`config.mk`:
```
export PLATFORM = sky130hd
export DESIGN_NAME = param_return_stack_flat
export DESIGN_NICKNAME = d
export VERILOG_FILES = /design/src/rtl/param_return_stack_if.sv /design/src/rtl/param_return_stack.sv /design/src/flat_wrapper.sv
export SDC_FILE = /design/constraint.sdc
export NUM_CORES = 2
export LEC_CHECK = 0
export BUFFER_PORTS_ARGS = -buffer_cell sky130_fd_sc_hd__buf_2
export CELL_PAD_IN_SITES_DETAIL_PLACEMENT = 1
export CELL_PAD_IN_SITES_GLOBAL_PLACEMENT = 1
export CORE_MARGIN = 5
export CORE_UTILIZATION = 30
export CTS_BUF_LIST = sky130_fd_sc_hd__clkbuf_2 sky130_fd_sc_hd__clkbuf_4 sky130_fd_sc_hd__clkbuf_8
export CTS_CLUSTER_SIZE = 8
export DETAILED_ROUTE_END_ITERATION = 6
export PLACE_DENSITY = 0.55
export SKIP_LAST_GASP = 1
export SLEW_MARGIN = 10
export SYNTH_ARGS = -nofsm -noshare
export SYNTH_HDL_FRONTEND = slang
export SYNTH_SLANG_ARGS = --single-unit
```
`constraint.sdc`:
```
create_clock -name CLK -period 8.15 [get_ports CLK]
set_input_delay 0.4075 -clock CLK [delete_from_list [all_inputs] [get_ports CLK]]
set_output_delay 0.4075 -clock CLK [all_outputs]
set_load 0.005 [all_outputs]
```
`src/rtl/param_return_stack_if.sv`:
```
// Return-stack control bundle: opcode, write data, peek port and status.
// The control unit holds the master side; the stack holds the slave side.
interface param_return_stack_if #(
  parameter int WIDTH = 16,
  parameter int DEPTH = 64
);
  localparam int IW = (DEPTH > 1) ? $clog2(DEPTH) : 1;
  localparam int CW = $clog2(DEPTH + 1);

  logic [1:0]       stackOP;
  logic [WIDTH-1:0] w;
  logic             clr_err;
  logic [IW-1:0]    peek_idx;
  logic [WIDTH-1:0] a;
  logic [WIDTH-1:0] peek_data;
  logic [CW-1:0]    count;
  logic             empty;
  logic             full;
  logic             overflow;
  logic             underflow;

  modport master (
    output stackOP, w, clr_err, peek_idx,
    input  a, peek_data, count, empty, full,
    input  overflow, underflow
  );

  modport slave (
    input  stackOP, w, clr_err, peek_idx,
    output a, peek_data, count, empty, full,
    output overflow, underflow
  );
endinterface

```
`src/rtl/param_return_stack.sv`:
```
// Circular-buffer return-address stack with a peek port and sticky error flags.
// State advances on the falling clock edge.
module param_return_stack #(
  parameter int WIDTH    = 16,
  parameter int DEPTH    = 64,
  parameter int OVF_WRAP = 0
) (
  input logic CLK,
  input logic reset,
  param_return_stack_if.slave bus
);
  localparam int IW = (DEPTH > 1) ? $clog2(DEPTH) : 1;
  localparam int CW = $clog2(DEPTH + 1);

  localparam logic [1:0] OP_PUSH = 2'd1;
  localparam logic [1:0] OP_REPL = 2'd2;
  localparam logic [1:0] OP_POP  = 2'd3;

  logic [WIDTH-1:0] mem [DEPTH];
  logic [IW-1:0]    tp, tp_n, tp_inc, tp_dec;
  logic [CW-1:0]    cnt, cnt_n;
  logic             ovf, udf;
  logic             is_empty, is_full;
  logic             wr_en;
  logic [IW-1:0]    wr_idx;
  logic             set_o, set_u;
  logic [IW:0]      tp_x, pk_x, pk_pos;
  logic [IW-1:0]    rd_idx;
  logic             peek_ok;

  assign is_empty = (cnt == '0);
  assign is_full  = (cnt == CW'(DEPTH));

  // explicit compare-and-wrap so non-power-of-two depths stay correct
  assign tp_inc = (tp == IW'(DEPTH - 1)) ? '0 : tp + IW'(1);
  assign tp_dec = (tp == '0) ? IW'(DEPTH - 1) : tp - IW'(1);

  assign tp_x   = {1'b0, tp};
  assign pk_x   = {1'b0, bus.peek_idx};
  assign pk_pos = (pk_x > tp_x)
                ? tp_x + (IW+1)'(DEPTH) - pk_x
                : tp_x - pk_x;
  assign rd_idx = pk_pos[IW-1:0];

  assign peek_ok = {{CW{1'b0}}, bus.peek_idx}
                 < {{IW{1'b0}}, cnt};

  always_comb begin
    tp_n   = tp;
    cnt_n  = cnt;
    wr_en  = 1'b0;
    wr_idx = tp_inc;
    set_o  = 1'b0;
    set_u  = 1'b0;
    unique case (1'b1)
      (bus.stackOP == OP_PUSH): begin
        if (!is_full) begin
          tp_n  = tp_inc;
          cnt_n = cnt + CW'(1);
          wr_en = 1'b1;
        end else begin
          set_o = 1'b1;
          if (OVF_WRAP != 0) begin
            tp_n  = tp_inc;
            wr_en = 1'b1;
          end
        end
      end
      (bus.stackOP == OP_REPL): begin
        wr_en = 1'b1;
        if (is_empty) begin
          tp_n  = tp_inc;
          cnt_n = CW'(1);
        end else begin
          wr_idx = tp;
        end
      end
      (bus.stackOP == OP_POP): begin
        if (is_empty) begin
          set_u = 1'b1;
        end else begin
          tp_n  = tp_dec;
          cnt_n = cnt - CW'(1);
        end
      end
      default: ;
    endcase
  end

  always_ff @(negedge CLK) begin
    if (reset) begin
      tp  <= '0;
      cnt <= '0;
      ovf <= 1'b0;
      udf <= 1'b0;
    end else begin
      tp  <= tp_n;
      cnt <= cnt_n;
      ovf <= set_o | (ovf & ~bus.clr_err);
      udf <= set_u | (udf & ~bus.clr_err);
    end
  end

  always_ff @(negedge CLK) begin
    if (wr_en && !reset)
      mem[wr_idx] <= bus.w;
  end

  assign bus.a         = is_empty ? '0 : mem[tp];
  assign bus.peek_data = peek_ok ? mem[rd_idx] : '0;
  assign bus.count     = cnt;
  assign bus.empty     = is_empty;
  assign bus.full      = is_full;
  assign bus.overflow  = ovf;
  assign bus.underflow = udf;
endmodule

```
`src/flat_wrapper.sv`:
```
// flat-port wrapper written by rule: the top's interface ports become plain ports
module param_return_stack_flat 
#(
  parameter int WIDTH    = 16,
  parameter int DEPTH    = 64,
  parameter int OVF_WRAP = 0
)
  (CLK, reset, bus_stackOP, bus_w, bus_clr_err, bus_peek_idx, bus_a, bus_peek_data, bus_count, bus_empty, bus_full, bus_overflow, bus_underflow);
  param_return_stack_if #(.WIDTH(WIDTH), .DEPTH(DEPTH)) bus_i ();
  input logic CLK;
  input logic reset;
  input wire logic [$bits(bus_i.stackOP)-1:0] bus_stackOP;
  input wire logic [$bits(bus_i.w)-1:0] bus_w;
  input wire logic [$bits(bus_i.clr_err)-1:0] bus_clr_err;
  input wire logic [$bits(bus_i.peek_idx)-1:0] bus_peek_idx;
  output wire logic [$bits(bus_i.a)-1:0] bus_a;
  output wire logic [$bits(bus_i.peek_data)-1:0] bus_peek_data;
  output wire logic [$bits(bus_i.count)-1:0] bus_count;
  output wire logic [$bits(bus_i.empty)-1:0] bus_empty;
  output wire logic [$bits(bus_i.full)-1:0] bus_full;
  output wire logic [$bits(bus_i.overflow)-1:0] bus_overflow;
  output wire logic [$bits(bus_i.underflow)-1:0] bus_underflow;
  assign bus_i.stackOP = bus_stackOP;
  assign bus_i.w = bus_w;
  assign bus_i.clr_err = bus_clr_err;
  assign bus_i.peek_idx = bus_peek_idx;
  assign bus_a = bus_i.a;
  assign bus_peek_data = bus_i.peek_data;
  assign bus_count = bus_i.count;
  assign bus_empty = bus_i.empty;
  assign bus_full = bus_i.full;
  assign bus_overflow = bus_i.overflow;
  assign bus_underflow = bus_i.underflow;
  param_return_stack #(.WIDTH(WIDTH), .DEPTH(DEPTH), .OVF_WRAP(OVF_WRAP)) u_core (.CLK(CLK), .reset(reset), .bus(bus_i));
endmodule
```
==> metrics.csv <==
stage,metric,value,unit
worst_setup_path,Setup CP Type,reg -> out,
synth,"flops & latches, synth",1045,
synth,Syn. warnings,0,
worst_setup_path,Slowest Stage Delay on Critical Path,880,ps
placed_design,I/O Buffers,69,
synth,ys async rst share,0,%
clock_tree,clock tree buffer depth,3,
clock_tree,worst skew pair latency,840,ps
layout,share of cells above drive strength 1,31.2,%
timing,Tightest Pin Transition,1280,ps
worst_setup_path,Worst EP required,7740,ps
worst_setup_path,CP endpoint kind,output pin,
global_routing,pin count of the biggest net entering global routing,65,
layout,fillers,17115,
synth,synthesized instance count,2718,
placed_design,HPWL Detailed,113000,um
flow_run,Max Cap Violations,0,
drt,"wirelength, routed",187000,um
synth,syn avg cell area,18.4,um2
clock_tree,CTS tree,done,
drt,initial DRC count,3498,
die,# rows,149,
die,Core Footprint,165000,um2
global_routing,GRT Overall Usage,21.0,%
synth,Mapped Nets,2768,
clock_tree,Root Buffer,clkbuf_8,
worst_setup_path,largest fanout on the critical path,7,
worst_setup_path,critical path startpoint category,flip-flop,
placed_design,Inst Count DP,4989,
placed_design,pre-CTS setup slack,-47.9,ps
global_routing,number of global-route vias before repair,39741,
worst_setup_path,WP data arrival,8460,ps
global_routing,first-pass GRT wire length,265000,um
drt,Vias,35151,
synth,number of flops mapped to enable cells by yosys,1024,
layout,Multi-input gate area,18400,um2
clock_tree,number of H-tree levels,4,
synth,combinational family with the most area after synthesis,multiplexers,
synth,sequential share of the synthesized area,62.4,%
synth,"Cell Area, Synth",49900,um2
drt,routed len/inst,29.0,um
outcome,status,"complete, but fails checks",
timing,setup repair after global routing missed its margin,yes,
power_and_ir_drop,Max VDD drop,0.208,mV
timing,Slew HR,14.8,%
synth,Post-Synth Simple-Gate Area,3.64,%
power_and_ir_drop,leakage,24.7,nW
clock_tree,clk slew on worst S/H paths,30,ps
timing,post-route worst setup slack,-718,ps
clock_tree,Hold Buf Count CTS,0,
power_and_ir_drop,Power Density,329,nW/um2
layout,Layout area overhead,28.6,%
die,Initial Util,30.2,%
layout,Final #Nets,4153,
timing,Setup Viol. Count Final,16,
outcome,failing checks,setup timing,
layout,post-route insts no fill,6442,
die,die height,418,um
timing,Final Hold Fails,0,
clock_tree,Clock Sink Count,1045,
worst_setup_path,CP max stage cell,fa_4,
timing,max-slew violations,0,
drt,"antenna viol nets, final",0,
synth,multiplexer share of the synthesized area,26.0,%
synth,XOR/XNOR Fraction of Synth Area,0.293,%
synth,Synth Area in Adders,0.606,%
timing,clock skew,47.0,ps
min_path,Hold Path Class,reg -> reg,
synth,unique cell type count in the Yosys netlist,63,
die,die area,175000,um2
die,Chip Width,418,um
layout,storage element area,31200,um2
synth,complex-gate fraction of the synthesized area,4.86,%
global_routing,antenna violations before repair,7,
drt,DRC,0,
drt,DR pass1 iterations,5,
global_routing,gr ovfl total,0,
worst_setup_path,worst path cell trace,"inv_2, ha_4, inv_2, fa_4, buf_12, buf_12, buf_16, mux4_2, o211ai_1, o211a_1, o22ai_2, a211o_1, buf_2",
placed_design,GPL Wtd Cong,0.912,
layout,utilization after layout,38.9,%
clock_tree,cts bufs inserted,185,
drt,vias per cell,5.46,
die,io pins,70,
synth,Main synth FF type,edfxtp_1,
[layout make-up]
cell class | count | area share [%]
flip-flops and latches | 1045 | 48.5
multi-input cells | 1436 | 28.7
clock inverters | 1192 | 8.14
repair buffers | 368 | 6.24
well taps | 2189 | 4.26
clock buffers | 186 | 3.99
inverters | 22 | 0.129
diodes | 4 | 0.0156
[sequential cells by signal (all words and copies together), names as in the netlist, named ones only]
register,count
u_core.bus.count,7
u_core.bus.underflow,1
u_core.bus.overflow,1
u_core.tp,6
u_core.mem,1024
[layout by cell type (no fill, tap or decap), types with 8 or more instances in the layout]
| cell | n |
|---|---|
| mux2i_1 | 131 |
| buf_6 | 12 |
| a21oi_2 | 8 |
| nand2_2 | 8 |
| clkbuf_16 | 8 |
| o211a_1 | 20 |
| bufinv_16 | 21 |
| a22oi_1 | 67 |
| o21a_1 | 14 |
| buf_4 | 190 |
| a21oi_1 | 39 |
| nand4_1 | 16 |
| dfxtp_1 | 17 |
| buf_2 | 67 |
| o22ai_2 | 12 |
| a211o_1 | 29 |
| edfxtp_1 | 1024 |
| a211o_4 | 16 |
| ha_1 | 20 |
| nor2_2 | 44 |
| o211ai_1 | 34 |
| nand2_1 | 193 |
| clkbuf_8 | 186 |
| nand3_1 | 71 |
| nor2_1 | 49 |
| buf_16 | 14 |
| inv_1 | 1110 |
| mux4_2 | 512 |
| o22ai_1 | 18 |
| o211a_4 | 10 |
| mux2i_2 | 8 |
| clkinvlp_2 | 63 |
| buf_12 | 71 |
[logic make-up after synthesis]
family / count (synthesis)
DFF: 1045
muxes: 656
and+or+nand+nor: 421
AOI/OAI and AO/OA: 321
buffers and inverters: 237
adders and majority gates: 23
xor gates and xnor gates: 15
[final timing paths]
check        slack, ps             endpoint                start  cells past startpoint
max reg2reg       4450    u_core.mem[8][15]  u_core.bus.count[2]                      7
max               -720     bus_peek_data[0]         u_core.tp[0]                     13
min                480  u_core.bus.overflow  u_core.bus.overflow                      2
min reg2reg        480  u_core.bus.overflow  u_core.bus.overflow                      2
[where the power goes]
part	total [mW]	internal [mW]	switching [mW]
logic	7.77	3.47	4.30
registers	6.05	5.99	0.0559
clock network	7.29	3.51	3.78
total	21.1	13.0	8.14
[metal layers]
metal / GRT usage (%) / vias to the layer above / routed length (um)
li1: - / 14350 / -
met1: 25.4 / 18607 / 72400
met2: 33.4 / 1826 / 91600
met3: 5.91 / 368 / 14800
met4: 12.9 / 0 / 8250
met5: 0 / - / 0
[cells in the mapped netlist (4+ instances only)]
library cell,n,area [um2]
nor2b_1,6,37.5
dfxtp_1,21,420
a211oi_1,4,30.0
xnor2_1,8,70.1
nand3_1,75,375
o22ai_1,33,206
clkbuf_1,110,413
nor2_1,95,357
and2_1,5,31.3
o21ai_0,7,35.0
nand2_1,201,754
a22oi_1,74,556
ha_1,21,263
nor3_1,4,20.0
buf_2,46,230
nand4_1,16,100
nand2b_1,6,37.5
buf_1,32,120
buf_4,11,82.6
a211o_1,45,394
o211ai_1,34,255
xor2_1,5,43.8
inv_1,23,86.3
edfxtp_1,1024,30700
o21a_1,17,128
a21oi_1,45,225
buf_6,15,169
mux4_2,512,11500
mux2i_1,143,1430
o211a_1,30,300
[worst max-delay path: cells and delay by family, from the launching register on]
kind | cells | cell delay, ps
fa+ha+maj | 2 | 1010
compound gates | 4 | 970
buf+inv | 6 | 740
mux | 1 | 500
flops | 1 | 310
[repair_timing]
item,4_1_cts,5_1_grt
resized for setup,75,57
cloned,6,8
endpoints found under the setup margin,32,21
pin swaps,32,37
setup buffers,31,28
[per-stage QoR]
stage / area [um2] / hold slack, ps / total power [mW] / setup TNS (ps)
after floorplan: 49900 / 461 / 10.8 / 0
after global placement: 54700 / 455 / 13.6 / -211
after detailed placement: 54700 / 488 / 13.7 / -189
after global routing: 64200 / 508 / 22.3 / -12210
after CTS: 63500 / 492 / 20.9 / -13010
final: 64200 / 481 / 21.1 / -10740
(Power assumes the default switching activity.)
